**config.mk**
```make
export PLATFORM = sky130hd
export DESIGN_NAME = fetch_unit
export DESIGN_NICKNAME = d
export VERILOG_FILES = /design/src/rtl/rv32_pkg.sv /design/src/rtl/pc_next_calc.sv /design/src/rtl/fetch_unit.sv
export SDC_FILE = /design/constraint.sdc
export NUM_CORES = 1
export LEC_CHECK = 0
export ABC_AREA = 1
export CAP_MARGIN = 10
export CELL_PAD_IN_SITES_DETAIL_PLACEMENT = 1
export CELL_PAD_IN_SITES_GLOBAL_PLACEMENT = 1
export CORE_MARGIN = 2
export CORE_UTILIZATION = 36
export CTS_BUF_LIST = sky130_fd_sc_hd__clkbuf_2
export CTS_CLUSTER_DIAMETER = 100
export DETAILED_ROUTE_END_ITERATION = 8
export PLACE_DENSITY = 0.82
export SLEW_MARGIN = 0
export SYNTH_ARGS = -nofsm -noshare
export SYNTH_HDL_FRONTEND = slang
export SYNTH_SLANG_ARGS = --single-unit
```
**constraint.sdc**
```tcl
create_clock -name clk -period 2.5 [get_ports clk]
set_input_delay 0.75 -clock clk [delete_from_list [all_inputs] [get_ports clk]]
set_output_delay 0.75 -clock clk [all_outputs]
set_load 0.005 [all_outputs]
```
**src/rtl/rv32_pkg.sv**
```systemverilog
// Shared RV32 fetch-stage types and constants.
// Imported by pc_next_calc and fetch_unit.
package rv32_pkg;

    typedef enum logic [1:0] {
        FETCH = 2'd0,
        HOLD  = 2'd1,
        TRAP  = 2'd2
    } fetch_state_t;

    localparam logic [31:0] NOP_INSTR        = 32'h0000_0013;
    localparam logic [31:0] DEFAULT_RESET_PC = 32'h0000_0000;

    localparam logic [6:0]  OP_LOAD   = 7'b0000011;
    localparam logic [6:0]  OP_STORE  = 7'b0100011;
    localparam logic [6:0]  OP_BRANCH = 7'b1100011;

endpackage

```
**src/rtl/pc_next_calc.sv**
```systemverilog
// Combinational next-PC: sequential PC+4 or branch target InstrPC+ImmExt (modulo 2^XLEN).
// Flags a target whose low two bits are nonzero.
module pc_next_calc
    import rv32_pkg::*;
#(
    parameter int XLEN = 32
) (
    input  logic [XLEN-1:0] InstrPC,
    input  logic [XLEN-1:0] ImmExt,
    input  logic            BranchTaken,
    output logic [XLEN-1:0] NextPC,
    output logic            Misaligned
);

    assign NextPC     = BranchTaken ? (InstrPC + ImmExt) : (InstrPC + XLEN'(4));
    assign Misaligned = |NextPC[1:0];

endmodule

```
**src/rtl/fetch_unit.sv**
```systemverilog
// Instruction-fetch stage: PC register, imem valid/ready request, hold-until-accept output.
// Optional FETCH_MISALIGN_TRAP_EN adds TrapMisaligned and a sticky TRAP state.
module fetch_unit
    import rv32_pkg::*;
#(
    parameter int              XLEN     = 32,
    parameter logic [XLEN-1:0] RESET_PC = DEFAULT_RESET_PC
) (
    input  logic            clk,
    input  logic            rst_n,
    output logic            ImemReq,
    output logic [XLEN-1:0] ImemAddr,
    input  logic            ImemValid,
    input  logic [XLEN-1:0] ImemRdata,
    output logic [XLEN-1:0] Instruction,
    output logic [XLEN-1:0] InstrPC,
    output logic            InstrValid,
    input  logic            DecodeReady,
    input  logic            BranchTaken,
    input  logic [XLEN-1:0] ImmExt
`ifdef FETCH_MISALIGN_TRAP_EN
    ,
    output logic            TrapMisaligned
`endif
);

    fetch_state_t    state_q, state_d;
    logic [XLEN-1:0] pc_q, pc_d;
    logic [XLEN-1:0] instr_q, instr_d;
    logic [XLEN-1:0] ipc_q, ipc_d;
    logic            started_q;
    logic [XLEN-1:0] next_pc;
    logic            misaligned;

    pc_next_calc #(.XLEN(XLEN)) u_pc_next_calc (
        .InstrPC     (ipc_q),
        .ImmExt      (ImmExt),
        .BranchTaken (BranchTaken),
        .NextPC      (next_pc),
        .Misaligned  (misaligned)
    );

    // Keeps ImemReq low while in reset and for the release cycle, so the first
    // request appears one clock after rst_n deasserts.
    always_ff @(posedge clk or negedge rst_n) begin
        if (!rst_n) begin
            started_q <= 1'b0;
        end else begin
            started_q <= 1'b1;
        end
    end

    // NOTE: non-blocking assignments for every register so all state updates
    // see the pre-edge values regardless of statement order.
    always_ff @(posedge clk or negedge rst_n) begin
        if (!rst_n) begin
            state_q <= FETCH;
            pc_q    <= RESET_PC;
            instr_q <= NOP_INSTR;
            ipc_q   <= RESET_PC;
        end else begin
            state_q <= state_d;
            pc_q    <= pc_d;
            instr_q <= instr_d;
            ipc_q   <= ipc_d;
        end
    end

    // NOTE: every variable gets a hold default first, so no path through the
    // case can leave one unassigned and infer a latch.
    always_comb begin
        state_d = state_q;
        pc_d    = pc_q;
        instr_d = instr_q;
        ipc_d   = ipc_q;
        case (state_q)
            FETCH: begin
                if (ImemReq && ImemValid) begin
                    instr_d = ImemRdata;
                    ipc_d   = pc_q;
                    state_d = HOLD;
                end
            end
            HOLD: begin
                if (DecodeReady) begin
`ifdef FETCH_MISALIGN_TRAP_EN
                    pc_d    = next_pc;
                    state_d = misaligned ? TRAP : FETCH;
`else
                    pc_d    = misaligned ? {next_pc[XLEN-1:2], 2'b00} : next_pc;
                    state_d = FETCH;
`endif
                end
            end
`ifdef FETCH_MISALIGN_TRAP_EN
            TRAP: begin
                state_d = TRAP;
            end
`endif
            default: begin
                state_d = FETCH;
            end
        endcase
    end

    assign ImemReq     = started_q && (state_q == FETCH);
    assign ImemAddr    = pc_q;
    assign Instruction = instr_q;
    assign InstrPC     = ipc_q;
    assign InstrValid  = (state_q == HOLD);
`ifdef FETCH_MISALIGN_TRAP_EN
    assign TrapMisaligned = (state_q == TRAP);
`endif

endmodule

```
# == After elaboration in Yosys (flattened, before gate mapping) ==
# Index checks and enable logic that the tools add are counted.
# word_totals
register_bits,99
latchBits,0
ram_bits,0
romBits,0
memories,0
# op_classes
n_addsub,2
multipliers,0
div_mod_pow,0
magnitude_cmp,0
eq_ne,3
n_shift,0
muxes,5
bitwise_logic,0
reduce_logical,7
# op_table
operator,count
$add 32x3->32 const B,1
$add 32x32->32,1
$mux 32,1
$mux 2,3
$reduce_and 2->1,3
$pmux 2 s2,1
$eq 2x1->1 const B,1
$logic_and 1x1->1,2
$logic_not 2->1,1
$ne 2x1->1 const B,1
$ne 2x2->1 const B,1
$reduce_or 2->1,1

# == Depth between registers and ports, before layout ==
# logic_depth
word_depth,5
mapped_depth,13
mapped_depth_nobuf,13

# == Hierarchy ==
# A second synthesis with hierarchy kept.
# hier_totals
cells_unflattened,1163
hier_area_um2,7553.5
# modules_own_cells
mod,n_inst,cells_per_inst,area_per_inst_um2
fetch_unit,1,433,4020.1
pc_next_calc,1,730,3533.4

# == Worst setup path after synthesis ==
# Ideal clock, no wire load.
# synth_path
path_kind,in2reg
startpoint,in ImmExt[0]
endpoint,reg pc_q[8] (netlist: ImemAddr[8])
setup_time_ns,0.134
arrival_time_ns,2.121
setup_slack_ns,0.245
stages,10
n_path_buf,0
cell_sequence,ha_1 > fa_1 > nand3_1 > nand3_1 > nand2_1 > nand3_1 > o21ai_0 > a21oi_1 > o21ai_0 > o21ai_0
# synth_between
elab_chain_len,2
# synth_lines
element,line_no,text
start: declaration,fetch_unit.sv:20,input logic [XLEN-1:0] ImmExt
$add 32x32->32,pc_next_calc.sv:15,assign NextPC = BranchTaken ? (InstrPC + ImmExt) : (InstrPC + XLEN'(4));
$mux 32,pc_next_calc.sv:15,
end signal: assignment,fetch_unit.sv:63,pc_q <= pc_d;
end: declaration,fetch_unit.sv:28,"logic [XLEN-1:0] pc_q, pc_d;"
# Every way passes these cells.
# A chain may end at the register's enable or synchronous reset.

# == Worst setup path in the final report ==
# layout_path
startpoint,reg ipc_q[7] (netlist: InstrPC[7])
endpoint,out InstrPC[7]
# layout_lines
element,line_no,text
start: declaration,fetch_unit.sv:30,"logic [XLEN-1:0] ipc_q, ipc_d;"
start signal: assignment,fetch_unit.sv:65,ipc_q <= ipc_d;
end: declaration,fetch_unit.sv:16,"output logic [XLEN-1:0] InstrPC,"
# No word-level cell between the ends.

==> results.cfg <==
[die]
io-pin-count = 167
die_area_um2 = 20500
die_h_um = 143
die_w_um = 143
start_util_pct = 37.0
rows = 50
core_area_um2 = 18800

[placed_design]
place_congestion = 0.892
dp.cells = 1520
post-place-ws_ns = -0.516
dpl.hpwl_um = 22400
portBuffers = 166

[detailed_routing]
drtPass1Iterations = 5
via_count = 7792
antenna_left = 0
drt_wl_total_um = 28100
drt-vias-per-instance = 4.99
drc = 0
wl_per_cell_um = 18.0
drt_iter0_markers = 380

[logic_synthesis]
syn-cell-area_um2 = 6980
synth.area.mux_share_pct = 5.49
synth_compound_area_share_pct = 10.1
synthAdderAreaFrac_pct = 6.03
synthCells = 1024
ys_warn_count = 0
synthXorXnorAreaFrac_pct = 1.76
synth-seq-cells = 98
synth_edf_count = 0
ys_seq_area_share_pct = 35.2
async_flop_share_pct = 100
synthFlopType = dfrtp_1
synth.distinct_cells = 41
avgSynthCellArea_um2 = 6.81
synth_top_family_by_area = simple AND/OR/NAND/NOR gates
synth_nets = 1126
synth-simple-area-share_pct = 31.2

[sta]
max_freq_mhz = 405
setup_violations = 0
hold_viol_final = 0
worstMarginPinSlew_ns = 0.577
skew_ns = 0.0501
drv_slew = 0
fin_ws_ns = 0.0285
slew_headroom_pct = 61.5
fin_crit_ns = 2.47
period_share_pct = 98.9

[worst_setup_path]
critPathBufInv = 1
startpoint_type = flip-flop
crit_type = reg2out
crit_family = buffers and inverters
reg2reg_depth = 12
required_ns = 1.75
cp.depth = 1
endpoint_kind = primary output
cp_cell_sequence = clkdlybuf4s50_1
cpPeakStageDelay_ns = 0.56
critPathSlowestCell = clkdlybuf4s50_1
arrival_ns = 1.72
critPathMaxFanout = 7

[flow_run]
maxCapViolations = 0

[layout]
drive_gt1_share_pct = 16.2
multi_input_area_um2 = 3840
area_growth_syn_to_layout_pct = 43.2
fillers = 2421
regArea_um2 = 2480
stdcell_count = 1560
fin_nets = 1396

[power]
leakage_uw = 0.00516
power.density_nw_per_um2 = 953
ir_drop_mv = 0.404

[clock_network]
cts_sinks = 98
clockBufferDepth = 2
cts_tree = yes
clk_pin_slew_ns = 0.29
cts_max_level = 3
cts_root_buf = clkbuf_2
cts_made_buffers = 9
cts_hold_buf = 0
clk_latency_ns = 0.62

[grt]
grt_max_degree = 47
grt_pass1_vias = 8288
grt_antenna_before_repair = 1
grt_overflow = 0
gr-usage-all-layers_pct = 27.4
grt_first_pass_wirelength_um = 42900

[min_path]
hold_path.class = in2async

[outcome]
status = completed
state kept, by name, summed over array words and instances, names as in the netlist:
| name | cells |
|---|---|
| state_q | 1 |
| started_q | 1 |
| ImemAddr | 32 |
| InstrPC | 32 |
| Instruction | 32 |
what timing repair did:
item / CTS / global route
buffers inserted: 11 / 12
pin swaps: 1 / 0
resized for setup: 13 / 24
hold endpoints to repair: 0 / 0
setup endpoints to repair: 18 / 30
final timing paths:
check | from | end | slack (ns)
max in group asynchronous | rst_n | ImemAddr[18] | 1.81
setup / recovery | InstrPC[7] | InstrPC[7] | 0.03
min in group clk | Instruction[8] | Instruction[8] | 0.55
setup reg to reg | InstrPC[4] | ImemAddr[24] | 0.08
hold reg to reg | Instruction[8] | Instruction[8] | 0.55
hold / removal | rst_n | Instruction[3] | 0.04
cell usage after synthesis, types with 3 or more instances:
master      n  area (µm²)
nand4_1     5        31.3
nor2_4      3        33.8
a31oi_1     6        37.5
buf_2       6        30.0
dfrtp_1    95        2380
mux2_2     34         383
a21oi_1    87         435
nor2_1    119         447
a21oi_2     3        26.3
o21ai_0    29         145
ha_1       32         400
xor2_1     12         105
nand2_1   318        1190
nand3_1    58         290
nor3_1     11        55.1
dfstp_2     3        78.8
inv_1     160         601
nor2_2      3        18.8
clkbuf_1   12        45.0
cell type report:
cell class / count / area share, %
Sequential cell: 98 / 24.8
Tap cell: 260 / 3.26
Antenna cell: 1 / 0.0251
Clock inverter: 7 / 0.739
Clock buffer: 9 / 0.451
Timing Repair Buffer: 281 / 26.3
Inverter: 161 / 6.05
Multi-Input combinational cell: 743 / 38.4
metrics by stage:
step | hold slack (ns) | util [%] | TNS [ns] | instance area [µm²] | power, µW
2_1_floorplan | 0.454 | - | 0 | 6980 | 5230
3_3_place_gp | 0.486 | 51.1 | -6.35 | 9620 | 8170
3_5_place_dp | 0.498 | 51.1 | -9.29 | 9620 | 8380
4_1_cts | 0.0361 | 52.2 | -0.0283 | 9840 | 9340
5_1_grt | 0.0647 | 53.0 | -0.190 | 9990 | 10200
6_report | 0.0410 | 53.0 | 0 | 9990 | 9520
logic make-up after synthesis:
family | after synthesis
buffers and inverters | 183
DFF | 98
AOI/OAI and AO/OA | 133
other | 1
and+or+nand+nor | 528
xor gates and xnor gates | 14
adders and majority gates | 33
muxes | 34
cells in the final DEF, fill, tap and decap left out, types with 7 or more instances in the layout:
| master | instances |
|---|---|
| nor2_1 | 117 |
| mux2_2 | 34 |
| inv_1 | 160 |
| xor2_1 | 12 |
| nand2_1 | 316 |
| o21ai_0 | 29 |
| dlymetal6s2s_1 | 7 |
| clkbuf_2 | 9 |
| nor3_1 | 11 |
| nand3_1 | 57 |
| a21oi_1 | 87 |
| ha_1 | 32 |
| dfrtp_2 | 17 |
| clkdlybuf4s50_1 | 157 |
| dfrtp_1 | 78 |
| buf_4 | 105 |
metal layers:
metal	track usage, %	wire length [µm]	vias up
met1	34.8	12400	3778
met2	47.4	13600	208
met3	5.47	1520	37
met5	0	0	-
met4	7.35	622	0
li1	-	-	3769
where the power goes:
group / internal (µW) / switching [µW] / total (µW)
Clock: 238 / 579 / 818
Combinational: 2840 / 3190 / 6030
Sequential: 2100 / 575 / 2680
Total: 5180 / 4340 / 9520
No activity file was read; power rests on OpenSTA's default activity.
